File: src/rtl/byte_pack_pkg.sv
// byte_pack_pkg: shared states, mode/select codes and default widths for the byte pair packer
package byte_pack_pkg;
  typedef enum logic {IDLE, HOLD} state_t;
  localparam logic MODE_CONCAT = 1'b0;
  localparam logic MODE_REPL = 1'b1;
  localparam logic [1:0] SEL_CAT = 2'd0;
  localparam logic [1:0] SEL_REP = 2'd1;
  localparam logic [1:0] SEL_PART = 2'd2;
  localparam int DEF_BYTE_W = 8;
  localparam int DEF_CNT_W = 16;
endpackage

File: src/rtl/byte_combine.sv
// byte_combine: forms a double-width word from held/incoming bytes (concat, replicate or zero-padded partial)
module byte_combine
  import byte_pack_pkg::*;
#(
  parameter int BYTE_W = DEF_BYTE_W
) (
  input  logic [BYTE_W-1:0]   held,
  input  logic [BYTE_W-1:0]   in_data,
  input  logic [1:0]          sel,
  output logic [2*BYTE_W-1:0] word
);
  always_comb
    word = sel == SEL_PART ? {held, {BYTE_W{1'b0}}} :
           sel == SEL_REP  ? {in_data, in_data} :
                             {held, in_data};
endmodule

File: src/rtl/byte_pair_packer.sv
// byte_pair_packer: packs or replicates a byte stream into registered 16-bit words with flush and word count
module byte_pair_packer
  import byte_pack_pkg::*;
#(
  parameter int BYTE_W = DEF_BYTE_W,
  parameter int CNT_W = DEF_CNT_W
) (
  input  logic                clk,
  input  logic                rst_n,
  input  logic                mode,
  input  logic                in_valid,
  output logic                in_ready,
  input  logic [BYTE_W-1:0]   in_data,
  input  logic                flush,
  output logic                out_valid,
  input  logic                out_ready,
  output logic [2*BYTE_W-1:0] out_data,
  output logic                out_partial,
  output logic [CNT_W-1:0]    word_count
);
  state_t state, nxt;
  logic [BYTE_W-1:0] held;
  logic [2*BYTE_W-1:0] word;
  logic [1:0] sel;
  logic slot_free, in_acc, out_acc, load, latch;
  assign slot_free = !out_valid | out_ready;
  // gated by rst_n so the input side looks closed while reset is held
  assign in_ready = rst_n & slot_free;
  assign in_acc = in_valid & in_ready;
  assign out_acc = out_valid & out_ready;
  always_comb begin
    nxt = state;
    load = 1'b0;
    latch = 1'b0;
    sel = SEL_CAT;
    if (state == IDLE) begin
      if (in_acc && mode == MODE_REPL) begin
        load = 1'b1;
        sel = SEL_REP;
      end else if (in_acc) begin
        latch = 1'b1;
        nxt = HOLD;
      end
    end else if (in_acc) begin
      load = 1'b1;
      nxt = IDLE;
    end else if (flush && slot_free) begin
      load = 1'b1;
      sel = SEL_PART;
      nxt = IDLE;
    end
  end
  byte_combine #(.BYTE_W(BYTE_W)) u_comb (
    .held(held),
    .in_data(in_data),
    .sel(sel),
    .word(word)
  );
  always_ff @(posedge clk or negedge rst_n) begin
    if (!rst_n) begin
      state <= IDLE;
      held <= '0;
      out_valid <= 1'b0;
      out_data <= '0;
      out_partial <= 1'b0;
      word_count <= '0;
    end else begin
      state <= nxt;
      if (latch) held <= in_data;
      if (load) begin
        out_data <= word;
        out_partial <= sel == SEL_PART;
      end
      out_valid <= load | (out_valid & !out_ready);
      word_count <= word_count + CNT_W'(out_acc);
    end
  end
endmodule

File: config.mk
export PLATFORM = sky130hd
export DESIGN_NAME = byte_pair_packer
export DESIGN_NICKNAME = d
export VERILOG_FILES = /design/src/rtl/byte_pack_pkg.sv /design/src/rtl/byte_combine.sv /design/src/rtl/byte_pair_packer.sv
export SDC_FILE = /design/constraint.sdc
export NUM_CORES = 1
export LEC_CHECK = 0
export ABC_CLOCK_PERIOD_IN_PS = 2000
export CAP_MARGIN = 30
export CELL_PAD_IN_SITES_DETAIL_PLACEMENT = 1
export CELL_PAD_IN_SITES_GLOBAL_PLACEMENT = 1
export CORE_MARGIN = 3
export CORE_UTILIZATION = 35
export DETAILED_ROUTE_END_ITERATION = 7
export PLACE_DENSITY_LB_ADDON = 0.1
export SLEW_MARGIN = 10
export SYNTH_ARGS = -nofsm -noshare
export SYNTH_HDL_FRONTEND = slang
export SYNTH_HIERARCHICAL = 1
export SYNTH_SLANG_ARGS = --single-unit
File: constraint.sdc
create_clock -name clk -period 2 [get_ports clk]
set_clock_uncertainty 0.15 [all_clocks]
set_input_delay 0.2 -clock clk [delete_from_list [all_inputs] [get_ports clk]]
set_output_delay 0.2 -clock clk [all_outputs]
set_load 0.005 [all_outputs]
# Word level (Yosys, flattened, before mapping)
# Index checks and enable logic that the tools add are counted.
# W data, S select, Z words.
dict set report op_classes {
  n_mux 16
  n_bitwise 6
  n_eq_ne 2
  reduce_logical 4
  div_mod_pow 0
  add_sub_neg 1
  shifts 0
  multipliers 0
  n_lt_le_gt_ge 0
}
# op count
set op_table {}
lappend op_table {{$mux W16} 2}
lappend op_table {{$add A16 B1 Y16} 1}
lappend op_table {{$mux W1} 11}
lappend op_table {{$mux W2} 3}
lappend op_table {{$and A1 B1 Y1} 4}
lappend op_table {{$eq A2 B1 Y1 const B} 1}
lappend op_table {{$eq A2 B2 Y1 const B} 1}
lappend op_table {{$logic_and A1 B1 Y1} 2}
lappend op_table {{$logic_not A1 Y1} 2}
lappend op_table {{$or A1 B1 Y1} 2}
dict set report word_totals {
  memories 0
  mem_bits_ro 0
  out_inout_bits 35
  ram_bits 0
  latch_bits 0
  in_bits 14
  word_cells 35
  ff_bits 43
}

# Logic depth before layout (Yosys ltp)
dict set report logic_depth {
  depth_word 10
  ltp_mapped 8
  mapped_depth_nobuf 7
}

# Cells and area by module
# Netlist, hierarchy kept.
# mod cells_per_inst n_inst area_each_um2 seq_area_each_um2
set by_module_without_submodules {}
lappend by_module_without_submodules {byte_pair_packer 132 1 1858.0 1076.0}
lappend by_module_without_submodules {byte_combine 19 1 214.0 0.0}

# Worst setup path after synthesis
# Ideal clock, no wire load.
dict set report synth_path {
  kind {register to register}
  from {register out_valid}
  to {register out_data[8]}
  synth_period_minus_slack_ps 1958
  stages_incl_launch_ff 9
  arrival_ps 1684
  setup_slack_ps 42
  n_path_buf 2
  setup_ps 125
  cell_sequence {dfrtp_1 -> nand2b_4 -> buf_8 -> nand4_2 -> nor2_1 -> nand2b_4 -> buf_6 -> mux2_4 -> mux2_2}
}
dict set report synth_via {
  elab_chain_cells 10
  word_cells_on_any_way 18
  classes_between {eq/ne: 2; mux: 10; bitwise: 3; reduce/logical: 3}
}
# element line_no
set synth_lines {}
lappend synth_lines {{start, declared} byte_pair_packer.sv:15} ;# output logic out_valid,
lappend synth_lines {{start signal, assigned} byte_pair_packer.sv:74} ;# out_valid <= load | (out_valid & !out_ready);
lappend synth_lines {{$logic_not A1 Y1 (*)} byte_pair_packer.sv:26} ;# assign slot_free = !out_valid | out_ready;
lappend synth_lines {{$or A1 B1 Y1 (*)} byte_pair_packer.sv:26}
lappend synth_lines {{$and A1 B1 Y1 (*)} byte_pair_packer.sv:28} ;# assign in_ready = rst_n & slot_free;
lappend synth_lines {{$and A1 B1 Y1 (*)} byte_pair_packer.sv:29} ;# assign in_acc = in_valid & in_ready;
lappend synth_lines {{$logic_and A1 B1 Y1} byte_pair_packer.sv:37} ;# if (in_acc && mode == MODE_REPL) begin
lappend synth_lines {{$mux W1} byte_pair_packer.sv:37}
lappend synth_lines {{$mux W2 (*)} byte_pair_packer.sv:36} ;# if (state == IDLE) begin
lappend synth_lines {{named net sel[0]} byte_pair_packer.sv:24} ;# logic [1:0] sel;
lappend synth_lines {{$eq A2 B1 Y1} byte_combine.sv:14} ;# sel == SEL_REP ? {in_data, in_data} :
lappend synth_lines {{$mux W16} byte_combine.sv:14}
lappend synth_lines {{$mux W16 (*)} byte_combine.sv:13} ;# word = sel == SEL_PART ? {held, {BYTE_W{1'b0}}} :
lappend synth_lines {{named net word[8]} byte_pair_packer.sv:23} ;# logic [2*BYTE_W-1:0] word;
lappend synth_lines {{end signal, assigned} byte_pair_packer.sv:71} ;# out_data <= word;
lappend synth_lines {{end, declared} byte_pair_packer.sv:17} ;# output logic [2*BYTE_W-1:0] out_data,
# Mark *: on every way through the listed nets, which the timed path passes. The rest lies on a longest branch.
# A chain may end at the register's enable or synchronous reset.

# Final worst setup path
dict set report layout_path {
  from {input port out_ready}
  to {output port in_ready}
}
dict set report layout_via {
  elab_chain_cells 2
}
# element line_no
set layout_lines {}
lappend layout_lines {{start, declared} byte_pair_packer.sv:16} ;# input logic out_ready,
lappend layout_lines {{$or A1 B1 Y1} byte_pair_packer.sv:26}
lappend layout_lines {{$and A1 B1 Y1} byte_pair_packer.sv:28}
lappend layout_lines {{end, declared} byte_pair_packer.sv:12} ;# output logic in_ready,
# No other way between the ends.

==> impl_metrics.csv <==
group,metric,value,unit
status,outcome,"finished clean",
global_route,grt_overflow,0,
logic_synthesis,synth_common_cells,"dfrtp_1, mux2_4, mux2_2, nand3_1, and2_2",
final_layout,finalNetCount,232,
sta,fmaxAchievable,0.5285,GHz
placed_design,hpwl,3328,um
sta,tns,0,ns
clock_network,clock_sinks,43,
pwr,power,2.801,mW
logic_synthesis,ys_ff_latch,43,
clock_network,cts_setup_buffers,0,
final_layout,nFillCells,610,
routing,ant_nets,0,
logic_synthesis,synth_edf_count,0,
logic_synthesis,async_flop_share,1.000,
flow_run,cap_violations,0,
logic_synthesis,yosys-top-cells-area,"dfrtp_1, mux2_4, mux2_2",
hold_path,hold_class,"in -> async",
clock_network,cts_buffer_depth,2,
placed_design,port_buffers,48,
logic_synthesis,synth_flop_cell,"dfrtp_1",
routing,drc,0,
final_layout,final_area,0.002798,mm2
placed_design,dpl.cell_count,279,
floorplan,core.rowCount,27,
sta,period_needed,1.892,ns
floorplan,die_w,82.94,um
setup_path,cp-start-kind,"input pin",
placed_design,postPlaceCellArea,0.002701,mm2
logic_synthesis,syn_avg_cell_area,13.72,um2
floorplan,coreArea,0.005608,mm2
routing,vias,1367,
final_layout,register_area,0.001076,mm2
sta,fin_crit_sh,0.9462,
logic_synthesis,synth_fp_nets,168,
final_layout,finish.utilization,0.4989,
global_route,grt_pass1_wl,7907,um
floorplan,start_util,0.3695,
clock_network,root_buffer,"clkbuf_8",
floorplan,io_pins,49,
global_route,grt_max_degree,44,
setup_path,cp_data_arrival_time,1.54,ns
routing,wl_per_cell,15.58,um
logic_synthesis,synth.cell_area,0.002072,mm2
logic_synthesis,synth_cell_type_count,33,
sta,slew_headroom,0.6298,
sta,whs,0.1839,ns
setup_path,cp-end-kind,"output port",
floorplan,die_area,0.006879,mm2
setup_path,crit_type,"in -> out",
pwr,power_density,1001,mW/mm2
final_layout,drive_gt1_frac,0.3148,
floorplan,die_y,82.94,um
clock_network,numCtsBuffers,5,
sta,rsz0062_at_grt,"false",
setup_path,crit_fanout,4,
final_layout,n_antenna_cell,0,
sta,worst_slew_pin_slew,0.5553,ns
setup_path,crit_required,1.65,ns
placed_design,place_congestion,0.8886,
sta,final_hold_viol_count,0,
routing,firstDrtPassIters,4,
sta,fin_ws,0.1077,ns
logic_synthesis,synth_top_area_cell,"dfrtp_1",
logic_synthesis,synth_top_cell_area_share,0.5193,
final_layout,multi_input_area,942.2,um2
clock_network,clk_latency,0.29,ns
pwr,leakage,1.268,nW
logic_synthesis,yosys_warnings,6,
pwr,max-vdd-ir-drop,0.0003736,V
routing,drt_iter0_markers,38,
clock_network,h-tree-depth,2,
global_route,grt_pass1_vias,1566,
final_layout,area_growth,35.02,%
setup_path,r2r_cells,6,
global_route,grt_use_total,0.1396,
clock_network,cts_tree,"yes",
placed_design,place_ws,-0.2535,ns
sta,setup_viol,0,
clock_network,clkSlewWorstSetupHoldPaths,0.07,ns
final_layout,instances_no_fill,288,
logic_synthesis,syn_inst,151,
logic_synthesis,seq_area_frac_synth,0.5193,
routing,wirelength,4487,um
sta,finalMaxSlewViolations,0,
routing,viasPerCell,4.747,
global_route,antenna_found_initial,0,
logic_synthesis,synth_most_common_cell,"dfrtp_1",
## worst max-delay path, cell delays in order
cell,delay [ns]
clkdlybuf4s50_1,0.47
nand2b_4,0.14
buf_4,0.12
and2_1,0.12
clkdlybuf4s50_1,0.50
## final timing paths
kind                                          start                        to  slack [ns]
max                                       out_ready                  in_ready        0.11
min                                           rst_n           state$_DFF_PN0_        0.18
max reg2reg                     out_valid$_DFF_PN0_  out_data[10]$_DFFE_PN0P_        0.14
min reg2reg                word_count[15]$_DFF_PN0_  word_count[15]$_DFF_PN0_        0.34
max in group asynchronous                     rst_n   out_data[3]$_DFFE_PN0P_        0.79
min in group clk                              rst_n           state$_DFF_PN0_        0.24
## cell families after synthesis
kind of cell    after synthesis  synth area share
flops                        43            0.5193
buf+inv                       6           0.02838
compound gates                8           0.02657
xor+xnor                     14           0.05918
mux                          32            0.2047
fa+ha+maj                     3           0.01812
simple gates                 45            0.1437
## per-layer routing
layer	up-vias	share of wire	track usage
met4	0	0.0051	0.03269
li1	654	-	-
met2	30	0.49	0.2340
met3	2	0.032	0.03770
met1	681	0.47	0.1798
met5	-	0	0
## what timing repair did
| action | CTS | global route |
|---|---|---|
| setup endpoints to repair | 0 | 12 |
| gates resized for setup | 0 | 2 |
| hold endpoints to repair | 43 | 0 |
| hold buffers | 1 | 0 |
## cell type report
type,count,area share
inverters,2,0.002683
multi-input cells,102,0.3368
clock inverters,1,0.001789
clock buffers,7,0.02728
repair buffers,61,0.2147
well taps,72,0.03220
flip-flops and latches,43,0.3846
## registers in the layout, indices dropped and copies added (netlist names)
name         count
held             8
out_data        16
word_count      16
state            1
out_partial      1
out_valid        1
## report_power, final
part / internal (mW) / total [mW] / leakage, nW / switching (mW)
Clock: 0.246 / 0.531 / 0.0422 / 0.285
Combinational: 0.696 / 0.969 / 0.689 / 0.274
Sequential: 1.12 / 1.30 / 0.538 / 0.184
## placed cells by master, fill, tap and decap left out, types with 2 or more instances in the layout
master / count
nor2_1: 4
buf_4: 10
buf_12: 2
xnor2_1: 7
nand4_2: 2
clkdlybuf4s50_1: 47
and3_1: 2
clkbuf_8: 5
nand4_1: 3
ha_1: 3
and2_1: 2
inv_1: 2
nand2_1: 4
clkbuf_1: 2
mux2_2: 15
a21oi_1: 3
and2_2: 8
o21ai_0: 2
dfrtp_1: 43
nand2b_4: 2
xor2_1: 7
mux2_4: 17
nand3_1: 9
(Power assumes the default switching activity.)
